`config.mk`:
```
export PLATFORM = sky130hd
export DESIGN_NAME = friscv_wb_arbiter
export DESIGN_NICKNAME = d
export VERILOG_FILES = /design/src/rtl/friscv_wb_arbiter.sv
export SDC_FILE = /design/constraint.sdc
export NUM_CORES = 1
export LEC_CHECK = 0
export CORE_ASPECT_RATIO = 1.25
export CORE_MARGIN = 10
export CORE_UTILIZATION = 40
export CTS_CLUSTER_DIAMETER = 30
export DETAILED_ROUTE_END_ITERATION = 6
export DONT_BUFFER_PORTS = 1
export GPL_TIMING_DRIVEN = 0
export PLACE_DENSITY = 0.67
export SETUP_SLACK_MARGIN = 0.5
export SLEW_MARGIN = 25
export SYNTH_ARGS = -nofsm -noshare
export SYNTH_HDL_FRONTEND = slang
export SYNTH_SLANG_ARGS = --single-unit
```
`constraint.sdc`:
```
create_clock -name aclk -period 7.7 [get_ports aclk]
set_input_delay 1.54 -clock aclk [delete_from_list [all_inputs] [get_ports aclk]]
set_output_delay 1.54 -clock aclk [all_outputs]
set_load 0.01 [all_outputs]
```
`src/rtl/friscv_wb_arbiter.sv`:
```
// friscv_wb_arbiter
//   Shares the single register-file write port between NB_UNIT execution units.
//   Each unit pushes rd writes into a private FIFO. A round-robin arbiter pops
//   one entry per cycle into a grant register. The grant register then feeds
//   the registered register-file write stage. Minimum strobe-to-write latency
//   is two cycles. Per-register pending counters export a "no write in flight"
//   status to the issue logic.
//
// Ports
//   aclk, areset   clock, asynchronous active-high reset
//   unit_rd_wr     per-unit write strobe
//   unit_rd_addr   per-unit destination register (5 bits each)
//   unit_rd_val    per-unit write data (XLEN bits each)
//   unit_rd_strb   per-unit byte strobes (XLEN/8 bits each)
//   unit_full      unit FIFO holds FIFO_DEPTH entries
//   wb_overflow    sticky: a strobe was dropped because its FIFO was full
//   rf_rd_*        register-file write port
//   wb_regs_sts    bit r = 1 when no write to xr is queued or in flight
module friscv_wb_arbiter #(
    parameter int XLEN       = 32,
    parameter int NB_UNIT    = 3,
    parameter int FIFO_DEPTH = 2,
    parameter int NB_INT_REG = 32
) (
    input  logic                      aclk,
    input  logic                      areset,
    input  logic [NB_UNIT-1:0]        unit_rd_wr,
    input  logic [NB_UNIT*5-1:0]      unit_rd_addr,
    input  logic [NB_UNIT*XLEN-1:0]   unit_rd_val,
    input  logic [NB_UNIT*XLEN/8-1:0] unit_rd_strb,
    output logic [NB_UNIT-1:0]        unit_full,
    output logic [NB_UNIT-1:0]        wb_overflow,
    output logic                      rf_rd_wr,
    output logic [4:0]                rf_rd_addr,
    output logic [XLEN-1:0]           rf_rd_val,
    output logic [XLEN/8-1:0]         rf_rd_strb,
    output logic [NB_INT_REG-1:0]     wb_regs_sts
);

    localparam int SW = XLEN / 8;
    localparam int PW = $clog2(NB_UNIT);
    localparam int AW = $clog2(FIFO_DEPTH);
    localparam int CW = $clog2(FIFO_DEPTH + 1);
    // FIFOs plus the grant and output stages can all hold the same rd.
    localparam int PEND_W = $clog2(NB_UNIT * FIFO_DEPTH + 3);

    logic [4:0]      fifo_addr [NB_UNIT][FIFO_DEPTH];
    logic [XLEN-1:0] fifo_val  [NB_UNIT][FIFO_DEPTH];
    logic [SW-1:0]   fifo_strb [NB_UNIT][FIFO_DEPTH];
    logic [AW-1:0]   wptr_q    [NB_UNIT];
    logic [AW-1:0]   rptr_q    [NB_UNIT];
    logic [CW-1:0]   count_q   [NB_UNIT];

    logic [NB_UNIT-1:0] strobe;
    logic [NB_UNIT-1:0] push;
    logic [NB_UNIT-1:0] pop;
    logic [NB_UNIT-1:0] ovf_q;

    logic [PW-1:0]   ptr_q;
    logic            gnt_vld;
    logic [PW-1:0]   gnt_idx;
    logic [4:0]      head_addr;
    logic [XLEN-1:0] head_val;
    logic [SW-1:0]   head_strb;

    logic            gnt_vld_q;
    logic [4:0]      gnt_addr_q;
    logic [XLEN-1:0] gnt_val_q;
    logic [SW-1:0]   gnt_strb_q;

    logic [PEND_W-1:0] pend_q [NB_INT_REG];
    logic [PEND_W-1:0] pend_d [NB_INT_REG];

    assign wb_overflow = ovf_q;

    always_comb begin
        for (int i = 0; i < NB_UNIT; i++) begin
            unit_full[i] = (count_q[i] == CW'(FIFO_DEPTH));
        end
    end

    // Round-robin search starting at ptr_q, wrapping NB_UNIT-1 -> 0.
    always_comb begin
        int u;
        u       = 0;
        gnt_vld = 1'b0;
        gnt_idx = '0;
        for (int k = 0; k < NB_UNIT; k++) begin
            u = int'(ptr_q) + k;
            if (u >= NB_UNIT) u = u - NB_UNIT;
            if (!gnt_vld && count_q[u] != '0) begin
                gnt_vld = 1'b1;
                gnt_idx = PW'(u);
            end
        end
    end

    assign head_addr = fifo_addr[gnt_idx][rptr_q[gnt_idx]];
    assign head_val  = fifo_val[gnt_idx][rptr_q[gnt_idx]];
    assign head_strb = fifo_strb[gnt_idx][rptr_q[gnt_idx]];

    // A full FIFO still accepts a strobe when it is popped in the same cycle.
    always_comb begin
        for (int i = 0; i < NB_UNIT; i++) begin
            strobe[i] = unit_rd_wr[i] && (unit_rd_addr[i*5 +: 5] != 5'd0);
            pop[i]    = gnt_vld && (gnt_idx == PW'(i));
            push[i]   = strobe[i] && (!unit_full[i] || pop[i]);
        end
    end

    always_ff @(posedge aclk or posedge areset) begin
        if (areset) begin
            for (int i = 0; i < NB_UNIT; i++) begin
                wptr_q[i]  <= '0;
                rptr_q[i]  <= '0;
                count_q[i] <= '0;
            end
            ovf_q <= '0;
        end else begin
            for (int i = 0; i < NB_UNIT; i++) begin
                if (push[i]) wptr_q[i] <= wptr_q[i] + AW'(1);
                if (pop[i])  rptr_q[i] <= rptr_q[i] + AW'(1);
                count_q[i] <= count_q[i] + CW'(push[i]) - CW'(pop[i]);
                if (strobe[i] && unit_full[i] && !pop[i]) ovf_q[i] <= 1'b1;
            end
        end
    end

    // Storage needs no reset: occupancy is tracked by count_q.
    always_ff @(posedge aclk) begin
        for (int i = 0; i < NB_UNIT; i++) begin
            if (push[i]) begin
                fifo_addr[i][wptr_q[i]] <= unit_rd_addr[i*5 +: 5];
                fifo_val[i][wptr_q[i]]  <= unit_rd_val[i*XLEN +: XLEN];
                fifo_strb[i][wptr_q[i]] <= unit_rd_strb[i*SW +: SW];
            end
        end
    end

    // Grant register followed by the register-file write stage.
    always_ff @(posedge aclk or posedge areset) begin
        if (areset) begin
            ptr_q      <= '0;
            gnt_vld_q  <= 1'b0;
            gnt_addr_q <= '0;
            gnt_val_q  <= '0;
            gnt_strb_q <= '0;
            rf_rd_wr   <= 1'b0;
            rf_rd_addr <= '0;
            rf_rd_val  <= '0;
            rf_rd_strb <= '0;
        end else begin
            gnt_vld_q <= gnt_vld;
            if (gnt_vld) begin
                ptr_q      <= (gnt_idx == PW'(NB_UNIT - 1)) ? '0 : gnt_idx + PW'(1);
                gnt_addr_q <= head_addr;
                gnt_val_q  <= head_val;
                gnt_strb_q <= head_strb;
            end
            rf_rd_wr <= gnt_vld_q;
            if (gnt_vld_q) begin
                rf_rd_addr <= gnt_addr_q;
                rf_rd_val  <= gnt_val_q;
                rf_rd_strb <= gnt_strb_q;
            end
        end
    end

    // Pending counters: +1 per accepted push, -1 per register-file write.
    always_comb begin
        logic [PEND_W-1:0] acc;
        acc = '0;
        for (int r = 0; r < NB_INT_REG; r++) begin
            acc = pend_q[r];
            for (int i = 0; i < NB_UNIT; i++) begin
                if (push[i] && unit_rd_addr[i*5 +: 5] == 5'(r)) acc = acc + PEND_W'(1);
            end
            if (rf_rd_wr && rf_rd_addr == 5'(r)) acc = acc - PEND_W'(1);
            pend_d[r] = acc;
        end
    end

    always_ff @(posedge aclk or posedge areset) begin
        if (areset) begin
            for (int r = 0; r < NB_INT_REG; r++) pend_q[r] <= '0;
        end else begin
            for (int r = 0; r < NB_INT_REG; r++) pend_q[r] <= pend_d[r];
        end
    end

    always_comb begin
        wb_regs_sts = '1;
        for (int r = 1; r < NB_INT_REG; r++) begin
            wb_regs_sts[r] = (pend_q[r] == '0);
        end
    end

endmodule

```
# == Word level (Yosys, flattened, before mapping) ==
# Memory sizes are Yosys's and may differ from the RTL's.
# Cells that the tools add are included.
# classes
add_sub_neg,142
magnitude_cmp,14
eq_ne,129
mux,185
bitwise,8
n_reduce_logical,193
# op_table
op,count
$mux 4,130
$add 4x1->4 const B,93
$eq 5x5->1 const B,64
$mux 32,9
$mux 64,3
$eq 5x4->1 const B,32
$logic_and 1x1->1,144
$logic_not 4->1,31
$sub 4x1->4 const B,31
$demux 32 s1,3
$ge 32x3->1 const B,3
$not 32->32,3
$eq 5x3->1 const B,16
$eq 5x2->1 const B,8
$mux 10,3
$mux 5,6
$mux 8,3
$eq 5x1->1 const B,4
$mux 2,10
$demux 5 s1,3
$reduce_bool 5->1,3
$bmux 2 s2,3
$demux 4 s1,3
$ge 2x2->1 const B,5
other kinds (21),58
# word_totals
ff_bits,225
ram_bits,246
in_bits,128
n_memories,3
# mem_list
memory,depth,word_bits,rd,rd_clocked_by_memory_dff,wr,line_no,text
fifo_val,3,64,1,0,3,48,logic [XLEN-1:0] fifo_val [NB_UNIT][FIFO_DEPTH];
fifo_addr,3,10,1,0,3,47,logic [4:0] fifo_addr [NB_UNIT][FIFO_DEPTH];
fifo_strb,3,8,1,0,3,49,logic [SW-1:0] fifo_strb [NB_UNIT][FIFO_DEPTH];

# == Longest topological paths before layout ==
# Gate-level depths: netlist (run 1).
# depth
word_depth,26
mapped_depth,25
depth_no_buf,20

# == Least setup slack after synthesis (run 1) ==
# Ideal clock, no wire load.
# synth_path
path_type,input to register
start,input port unit_rd_addr[0]
end,register pend_q[106] (netlist name)
setup_ns,0.123
t_arrival_ns,4.657
setup_slack_ns,2.921
cell_stages,15
n_path_buf,2
path_cell_list,clkbuf_1 -> nor2b_1 -> nor2b_1 -> clkbuf_1 -> o211ai_2 -> xnor2_1 -> inv_1 -> ha_1 -> a32oi_1 -> nor2_1 -> a311oi_1 -> ha_1 -> nand2_1 -> xnor2_1 -> xnor2_1
# synth_lines
element,line_no,text
start: declaration,28,"input logic [NB_UNIT*5-1:0] unit_rd_addr,"
end: declaration,71,logic [PEND_W-1:0] pend_q [NB_INT_REG];

==> summary by stage, run 1 <==
Synth
For this run, the number of Yosys warnings is 0. The mapped netlist covers 29100 um^2. Of all flip-flops after synthesis, the portion carrying an async set or reset was 47.8%. Ranked by total cell area, the synthesized netlist is headed by sky130_fd_sc_hd__edfxtp_1 25%, sky130_fd_sc_hd__dfrtp_1 19%, sky130_fd_sc_hd__xnor2_1 9.2%. The library cell with the largest summed area after synthesis is sky130_fd_sc_hd__edfxtp_1.

The synthesized instance count is between 2000 and 3000. In the synthesized netlist, the cells that appear most often are 305 x sky130_fd_sc_hd__xnor2_1, 276 x sky130_fd_sc_hd__nand2_1, 246 x sky130_fd_sc_hd__edfxtp_1. Counting distinct cell types in the post-synthesis netlist gives 95. The number of nets in the synthesized netlist is 3026. In this run, synthesis inferred 246 flip-flops with an integrated enable. The mean post-synth cell area is 10.5 um^2. The dominant synthesized flop cell is sky130_fd_sc_hd__edfxtp_1.

The register bit total from synthesis is 471. The area share of the largest cell type after synthesis is 25.4%. Yosys instantiated no cell more often than sky130_fd_sc_hd__xnor2_1. The share of the Yosys chip area taken by registers is 44.8%.

Setup path
The endpoint arrival time on the critical path is 5.94 ns. STA puts the critical path data required time at 8.19 ns. The critical path class is reg -> reg.

The worst setup path is launched from a flip-flop. The maximum fanout encountered on the critical timing path is 10. The critical path capture point type is a flip-flop.

Clock network
The clock latency of the later-clocked register in the worst-skew pair is 0.66 ns. TritonCTS built the clock tree. The deepest level of the CTS H-tree is 3. In this run, post-CTS hold repair placed 0 buffers. The library cell used as clock root buffer is sky130_fd_sc_hd__clkbuf_16.

The count of instances resized after the clock tree is built is 0. The clock net in this run drives a total of 471 sinks. The number of buffers inserted by post-CTS setup repair is 0. Counting along the longest clock path gives a buffer depth of 3. The number of buffers created by CTS is 91. The register clock-pin slew on the reported worst setup and hold paths is 0.06 ns.

Placement
During placement, the flow inserted port buffers numbering 0. The global placement routability congestion is 0.971. In this run the cell area measured after placement is between 30000 and 40000 um^2.

Detailed placement ended at an HPWL of 66.1 mm.

Final layout
The area growth from synthesis to layout is 17.3%. The final layout contains 3139 nets. The fill cell total of the finished layout is 6498. The combined flip-flop and latch cell area is 13000 um^2. After routing the design area is 34100 um^2. The multi-input combinational cells in the finished layout cover a total of 15100 um^2. The ratio of cells with drive above 1 in the final layout is about an eighth.

Power and ir drop
The fraction of power spent switching nets is 42.2%. The analysis attributes to net switching a power of 6.89 mW. The fraction of power consumed by sequential logic is 27.5%. The analysis attributes to cell leakage a power of 12.6 nW. The worst-case IR drop observed on VDD is 0.000292 V.

The power per cell area is approximately 480 nW/um^2. The clock share of power is 25.5%. Combinational logic is responsible for between 40% and 50% of the overall power. The internal power of the cells totals approximately 9.4 mW.

Die
The die is 321 um tall. The standard-cell row count is 110. Once the floorplan was initialized, standard cells occupied 40.4% of the core. approximately 210 I/O pins were placed. The floorplan core area is 72000 um^2. The die is 261 um wide. The die covers approximately 84000 um^2.

Detailed routing
In the routed design, unresolved DRC markers number 0. The first TritonRoute pass finished after 6 iterations. The detail route stage leaves a number of antenna-violating nets equal to 0. The final routed wire length divided by cell count is 22.7 um. The initial detailed-routing violation count is about 2000. The total number of vias is approximately 23000. Using the TritonRoute via totals, the vias-per-cell ratio works out to 5.77. The final wirelength is around 90 mm.

STA
The maximum clock frequency is 183 MHz. The number of hold violations in the final report is 0. The final setup violation count is 0.

Summed over all failing endpoints, the final setup total negative slack is 0 ns. Dividing the final minimum period by the clock period gives 70.9%. The final number of max-transition violations came to 0.

The headroom to the max-slew limit is 18.7%. Setup repair after global routing left no endpoint under its margin. Clock skew on the completed layout was measured at between 0.04 and 0.05 ns. The pin slew with the least headroom to its limit is ~1.2 ns. Subtracting the final worst setup slack from the clock period gives ~5.5 ns.

Global routing
Entering global routing, the biggest net connects 38 pins. The overall track demand over capacity in global routing is 20.8%. The initial antenna violation count is 7. The first-pass GRT wire length is 133 mm. Global routing finished with a remaining overflow of 0. The number of global-route vias before repair is 22490.

Status
The run finished with clean final reports.

Min path
The type of the worst min-delay path is reg -> reg.

Run
The number of maximum-capacitance constraint violations is 0.
-- final timing paths --
check / from / end / slack, ns / depth (start not counted)
max in group asynchronous: areset / pend_q[122] / 5.90 / 4
max reg2reg: ptr_q[0] / pend_q[18] / 2.24 / 19
max: ptr_q[0] / pend_q[18] / 2.24 / 19
min reg2reg: gnt_vld_q / rf_rd_wr / 0.42 / 0
min in group asynchronous: areset / gnt_val_q[6] / 0.81 / 1
min: gnt_vld_q / rf_rd_wr / 0.42 / 0
-- cell type report --
class                           count  area share, %
Antenna cell                        7         0.0514
Buffer                            116           1.42
Sequential cell                   471           38.2
Clock buffer                      112           7.24
Tap cell                          952           3.49
Clock inverter                     60           2.45
Multi-Input combinational cell   2041           44.4
Timing Repair Buffer               20           1.28
Inverter                          129           1.43
-- through the flow --
stage                     utilization [%]  cells  setup WS, ns  hold slack, ns  total power [mW]
after floorplan                         -   2757          2.92           0.352              9.88
after global placement               42.0   3709         0.413           0.403              11.8
after detailed placement             42.7   3728          2.11           0.387              12.1
after CTS                            47.3   3900          2.22           0.408              16.4
after global routing                 47.3   3901          1.95           0.416              17.4
final                                47.4   3908          2.24           0.416              16.3
-- cell usage in the layout (no fill, tap or decap), types with 12 or more instances in the layout --
| master | Yosys | final |
|---|---|---|
| sky130_fd_sc_hd__o22ai_1 | 14 | 14 |
| sky130_fd_sc_hd__a22o_1 | 41 | 41 |
| sky130_fd_sc_hd__clkbuf_1 | 84 | 94 |
| sky130_fd_sc_hd__a21oi_1 | 63 | 63 |
| sky130_fd_sc_hd__and3_1 | 22 | 20 |
| sky130_fd_sc_hd__nor4_1 | 20 | 20 |
| sky130_fd_sc_hd__dfrtp_1 | 225 | 225 |
| sky130_fd_sc_hd__nor3_1 | 54 | 52 |
| sky130_fd_sc_hd__o21ai_0 | 53 | 53 |
| sky130_fd_sc_hd__nor3b_1 | 42 | 39 |
| sky130_fd_sc_hd__edfxtp_1 | 246 | 246 |
| sky130_fd_sc_hd__mux2i_1 | 57 | 57 |
| sky130_fd_sc_hd__a211oi_2 | 17 | 16 |
| sky130_fd_sc_hd__bufinv_16 | 0 | 12 |
| sky130_fd_sc_hd__clkbuf_16 | 0 | 91 |
| sky130_fd_sc_hd__a21o_1 | 47 | 47 |
| sky130_fd_sc_hd__buf_2 | 17 | 18 |
| sky130_fd_sc_hd__a31oi_1 | 21 | 21 |
| sky130_fd_sc_hd__o211ai_1 | 21 | 21 |
| sky130_fd_sc_hd__inv_1 | 126 | 125 |
| sky130_fd_sc_hd__and2_1 | 13 | 13 |
| sky130_fd_sc_hd__xnor2_1 | 305 | 305 |
| sky130_fd_sc_hd__nand2_1 | 276 | 276 |
| sky130_fd_sc_hd__mux2_2 | 63 | 63 |
| sky130_fd_sc_hd__ha_1 | 141 | 141 |
| sky130_fd_sc_hd__a211oi_1 | 58 | 58 |
| sky130_fd_sc_hd__nor2_1 | 133 | 129 |
| sky130_fd_sc_hd__o2111ai_1 | 14 | 14 |
| sky130_fd_sc_hd__nor2b_1 | 13 | 13 |
| sky130_fd_sc_hd__or3_1 | 12 | 12 |
| sky130_fd_sc_hd__nand3_1 | 108 | 108 |
| sky130_fd_sc_hd__a22oi_1 | 42 | 42 |
| sky130_fd_sc_hd__nand4_1 | 52 | 52 |
| sky130_fd_sc_hd__nand2b_1 | 15 | 15 |
| sky130_fd_sc_hd__clkinv_2 | 0 | 14 |
| sky130_fd_sc_hd__a311oi_1 | 46 | 46 |
| sky130_fd_sc_hd__xor2_1 | 85 | 85 |
-- power groups by stage --
stage / Clock (mW) / Sequential, mW / Combinational (mW)
2_1_floorplan: 0 / 4.29 / 5.58
3_3_place_gp: 0 / 4.54 / 7.30
3_5_place_dp: 0 / 4.52 / 7.62
4_1_cts: 4.22 / 4.48 / 7.68
5_1_grt: 4.35 / 4.60 / 8.45
6_report: 4.15 / 4.48 / 7.68
-- critical path: stages, from the launching register on --
cell	delay (ns)
sky130_fd_sc_hd__dfrtp_1	0.39
sky130_fd_sc_hd__inv_1	0.09
sky130_fd_sc_hd__ha_1	0.28
sky130_fd_sc_hd__buf_2	0.18
sky130_fd_sc_hd__nor4_1	0.37
sky130_fd_sc_hd__a221o_1	0.16
sky130_fd_sc_hd__buf_2	0.20
sky130_fd_sc_hd__o211ai_1	0.25
sky130_fd_sc_hd__buf_2	0.28
sky130_fd_sc_hd__a211oi_1	0.53
sky130_fd_sc_hd__clkbuf_1	0.66
sky130_fd_sc_hd__nand2_1	0.33
sky130_fd_sc_hd__xnor2_1	0.46
sky130_fd_sc_hd__ha_1	0.30
sky130_fd_sc_hd__mux2_2	0.29
sky130_fd_sc_hd__inv_1	0.06
sky130_fd_sc_hd__ha_1	0.12
sky130_fd_sc_hd__nand2_1	0.06
sky130_fd_sc_hd__xnor2_1	0.14
sky130_fd_sc_hd__xnor2_1	0.13
-- sequential cells by signal (all words and copies together), names as in the netlist, 2 cells and up --
register	cells
gnt_strb_q	4
rf_rd_addr	5
fifo_val	192
count_q	6
wb_overflow	3
pend_q	124
wptr_q	3
fifo_addr	30
rf_rd_val	32
ptr_q	2
gnt_val_q	32
rptr_q	3
gnt_addr_q	5
rf_rd_strb	4
fifo_strb	24
-- per-layer routing --
| layer | part of all wire [%] | vias up | global-route usage (%) | routed length, um |
|---|---|---|---|---|
| li1 | - | 10428 | - | - |
| met1 | 38 | 11045 | 23.6 | 33300 |
| met2 | 48 | 854 | 35.1 | 42600 |
| met3 | 11 | 195 | 7.15 | 9410 |
| met4 | 3.7 | 12 | 8.55 | 3270 |
| met5 | 0.088 | - | 0 | 78 |
-- cell families (layout without fill, tap and decap cells) --
| family | Yosys count | count (layout) | share of synthesized area [%] |
|---|---|---|---|
| mux | 120 | 120 | 4.41 |
| fa+ha+maj | 149 | 149 | 6.35 |
| other cells | 1 | 8 | 0.0129 |
| buf+inv | 245 | 437 | 3.33 |
| xor+xnor | 397 | 397 | 12.2 |
| simple gates | 811 | 811 | 13.8 |
| compound gates | 563 | 563 | 15.1 |
| flops | 471 | 471 | 44.8 |
No activity file was read; power rests on OpenSTA's default activity.
==> run 2, diff against run 1 <==
PLACE_DENSITY = 0.65   (was 0.67)
clock period = 5.7 ns   (was 7.7 ns; I/O delays follow)
==> run 2 against run 1 <==
  * Non-clock buffer count increased by 6
  * Critical path depth increased by 2
  * Cell area increased by 1.2%
  * Setup slack got worse by 1.5 ns
  * Via count about the same
  * Register-to-register slack got worse by 1.5 ns
  * Maximum frequency increased by 10%
  * Die area unchanged
  * Clock power increased by 47%
  * Cell count increased by 0.38%
  * Worst hold slack got worse by 0.066 ns
  * Critical path type unchanged
==> summary by stage, run 2 (synthesized netlist as in run 1, its figures left out) <==
Status
The flow ran to the end, and the final reports show no timing, DRC or antenna violations.

Placement
In this run the cell area measured after placement is between 30000 and 40000 um^2. At the placement stage, the worst setup path has a slack of 0.384 ns. The count of buffers inserted at the top-level ports is 0.

The final HPWL from detailed placement is between 60 and 70 mm. The global placement routability congestion is 0.976.

Power and ir drop
The cell-internal power is around 13 mW. The combinational power share is 46.2%. Of the total power, the clock network draws 26.9%. For this design the ratio of total power to cell area is 655 nW/um^2. Net switching is around 42% of the power.

Across the VDD grid, the largest voltage drop is roughly 0.00037 V. For this design the total switching power over the nets is 9.58 mW. Registers are responsible for approximately 27% of the overall power. The leakage power summed over all cells is 12.8 nW.

STA
The pin slew with the least headroom to its limit is 1.26 ns. The worst setup skew after layout is 0.0761 ns. The number of hold violations in the final report is 0.

Setup repair after global routing could not meet its margin everywhere. Hold is met by approximately 0.35 ns. Setup violations remaining at the end of the flow were counted as 0. Measured against its own limit, the worst slew margin works out to 15.0%. The maximum clock frequency is 202 MHz. The final number of max-transition violations was 0. The worst setup slack after layout is 0.750 ns.

The post-route clock period utilization is between 80% and 90%. The worst path needs 4.95 ns of the cycle, external delays included. In the final timing run, aggregate negative setup slack is 0 ns.

Detailed routing
The total number of vias is 22548. The remaining routing DRC violations is 0. Dividing the detail-routed via count by the number of cells gives 5.75.

Summed over all layers, the routed wires come to 89.6 mm. For this block, the initial DRC count from the detailed router was about 1800. The first detailed-routing pass ran for 6 iterations.

In this run the remaining antenna-violating nets after routing total 0. The final routed wire length divided by cell count is 22.8 um.

Clock network
The tree is rooted in a sky130_fd_sc_hd__clkbuf_16. The clock sink total is 471. In this run the deepest clock path goes through 3 buffers. TritonCTS built the clock tree.

After clock tree synthesis, the flow added hold-fix buffers numbering 0. At the later pin of the worst-skew pair, clock insertion delay measures 0.69 ns. The number of buffers created by CTS is 96.

The deepest level of the CTS H-tree is 3. The register clock-pin slew on the reported worst setup and hold paths is roughly 0.060 ns.

Min path
The path class of the tightest hold or removal check is in -> async.

Die
The die extent in x is 261 um. The floorplan step defined a die boundary enclosing 83900 um^2. The starting density of the core is 40.4%. Row generation in the floorplan step produced 110 rows. 208 I/O pins were placed. The core region is 72000 um^2. From bottom edge to top edge, the die measures 321 um.

Final layout
The flip-flop count of the largest register, all copies and words added is 192. In the final layout, flip-flops and latches occupy 13000 um^2. At the end of the flow, the number of nets in the layout was 3150. In the layout the commonest cells are 304 x sky130_fd_sc_hd__xnor2_1, 275 x sky130_fd_sc_hd__nand2_1, 246 x sky130_fd_sc_hd__edfxtp_1, 225 x sky130_fd_sc_hd__dfrtp_1, 141 x sky130_fd_sc_hd__ha_1.

The most common library cell in the layout ignoring fill and taps is sky130_fd_sc_hd__xnor2_1. The share of the core filled with cells in the final layout is roughly 48%. In the final layout, the share of cells above drive strength 1 is 13.0%.

Relative to the synthesized area, the layout overhead comes to 18.7%. The filler cells instantiated in the layout total 6503. After routing the design area is 34500 um^2. Summing all multi-input logic gate instances after layout gives 15200 um^2.

Setup path
For this run, the slowest stage of the critical path takes 0.39 ns. The critical path goes through inv_1 -> ha_1 -> buf_2 -> o21bai_1 -> a221o_1 -> buf_2 -> and3_1 -> buf_4 -> o21ai_4 -> inv_2 -> buf_4 -> o211ai_2 -> mux2_2 -> ha_1 -> mux2_2 -> ha_1 -> mux2i_1 -> ha_1 -> nand2_1 -> xor2_1 -> xnor2_1. The worst setup path is captured at a flip-flop. In this run the worst path has a maximum fanout of 10.

The number of buffers and inverters on the critical path is 6. The type of element launching the critical path is a flip-flop. The critical path class is reg -> reg.

The kind of cell with the highest combined delay along the critical path is compound AO/OA/AOI/OAI gates. For this design, the slowest cell found on the critical path is sky130_fd_sc_hd__mux2_2. The critical path launch point is ptr_q[0]. The worst flop-to-flop path startpoint is ptr_q[0]. STA puts the critical path data arrival time at 5.44 ns. The cell type with the highest occurrence count on the critical path is sky130_fd_sc_hd__ha_1. Data on the critical path is required at its endpoint by 6.19 ns.

Global routing
For this run the aggregate overflow at the end of global routing stands at 0. The overall track demand over capacity in global routing is 20.9%. The first global-routing pass estimated 134 mm of wire. Entering global routing, the biggest net connects 41 pins. The number of global-route vias before repair is 22432.

The initial antenna violation count was 2.

Run
The number of maximum-capacitance constraint violations is 0.
-- run 2: cell count changes in the layout (fill, tap and decap cells not counted), sizes merged --
cell,before,now
diode,7,6
clkinvlp,7,8
bufinv,12,15
clkinv,28,33
buf,52,58
clkbuf,196,188
inv,142,151
-- run 2: through the flow --
step	power, mW	cells
detailed placement	16.3	3729
global route	24.0	3917
global placement	16.0	3709
floorplan	13.3	2757
finish	22.6	3923
CTS	22.6	3911
-- run 2: routing by layer --
metal / routed length [um] / vias to the layer above / GRT usage, %
met2: 43200 / 867 / 35.4
met5: 23 / - / 0
met4: 3490 / 4 / 8.29
li1: - / 10463 / -
met1: 33600 / 11001 / 23.7
met3: 9270 / 213 / 7.04
-- run 2: layout make-up --
class / count / area share [%]
Antenna cell: 6 / 0.0435
Buffer: 116 / 1.41
Clock buffer: 104 / 7.17
Clock inverter: 78 / 3.25
Inverter: 129 / 1.41
Multi-Input combinational cell: 2041 / 44.2
Sequential cell: 471 / 37.7
Tap cell: 952 / 3.45
Timing Repair Buffer: 26 / 1.35
-- run 2: path summary, 6_finish.rpt --
kind	endpoint	slack (ns)	depth (start not counted)
worst max register to register	pend_q[46]	0.75	21
worst max-delay path	pend_q[46]	0.75	21
min in group aclk	rf_rd_wr	0.39	0
worst min-delay path	rf_rd_val[2]	0.35	1
max in group asynchronous	pend_q[109]	4.37	4
worst min register to register	rf_rd_wr	0.39	0
-- run 2: what timing repair did --
item | CTS | global route
buffers inserted | 0 | 5
resized for setup | 2 | 19
endpoints found under the setup margin | 5 | 32
pin swaps | 0 | 4
-- run 2: power by group through the flow --
stage / clock network (mW) / logic [mW] / registers (mW)
after floorplan: 0 / 7.54 / 5.80
final: 6.08 / 10.4 / 6.08
after global routing: 6.35 / 11.4 / 6.22
after CTS: 6.16 / 10.3 / 6.07
after detailed placement: 0 / 10.2 / 6.12
after global placement: 0 / 9.87 / 6.15
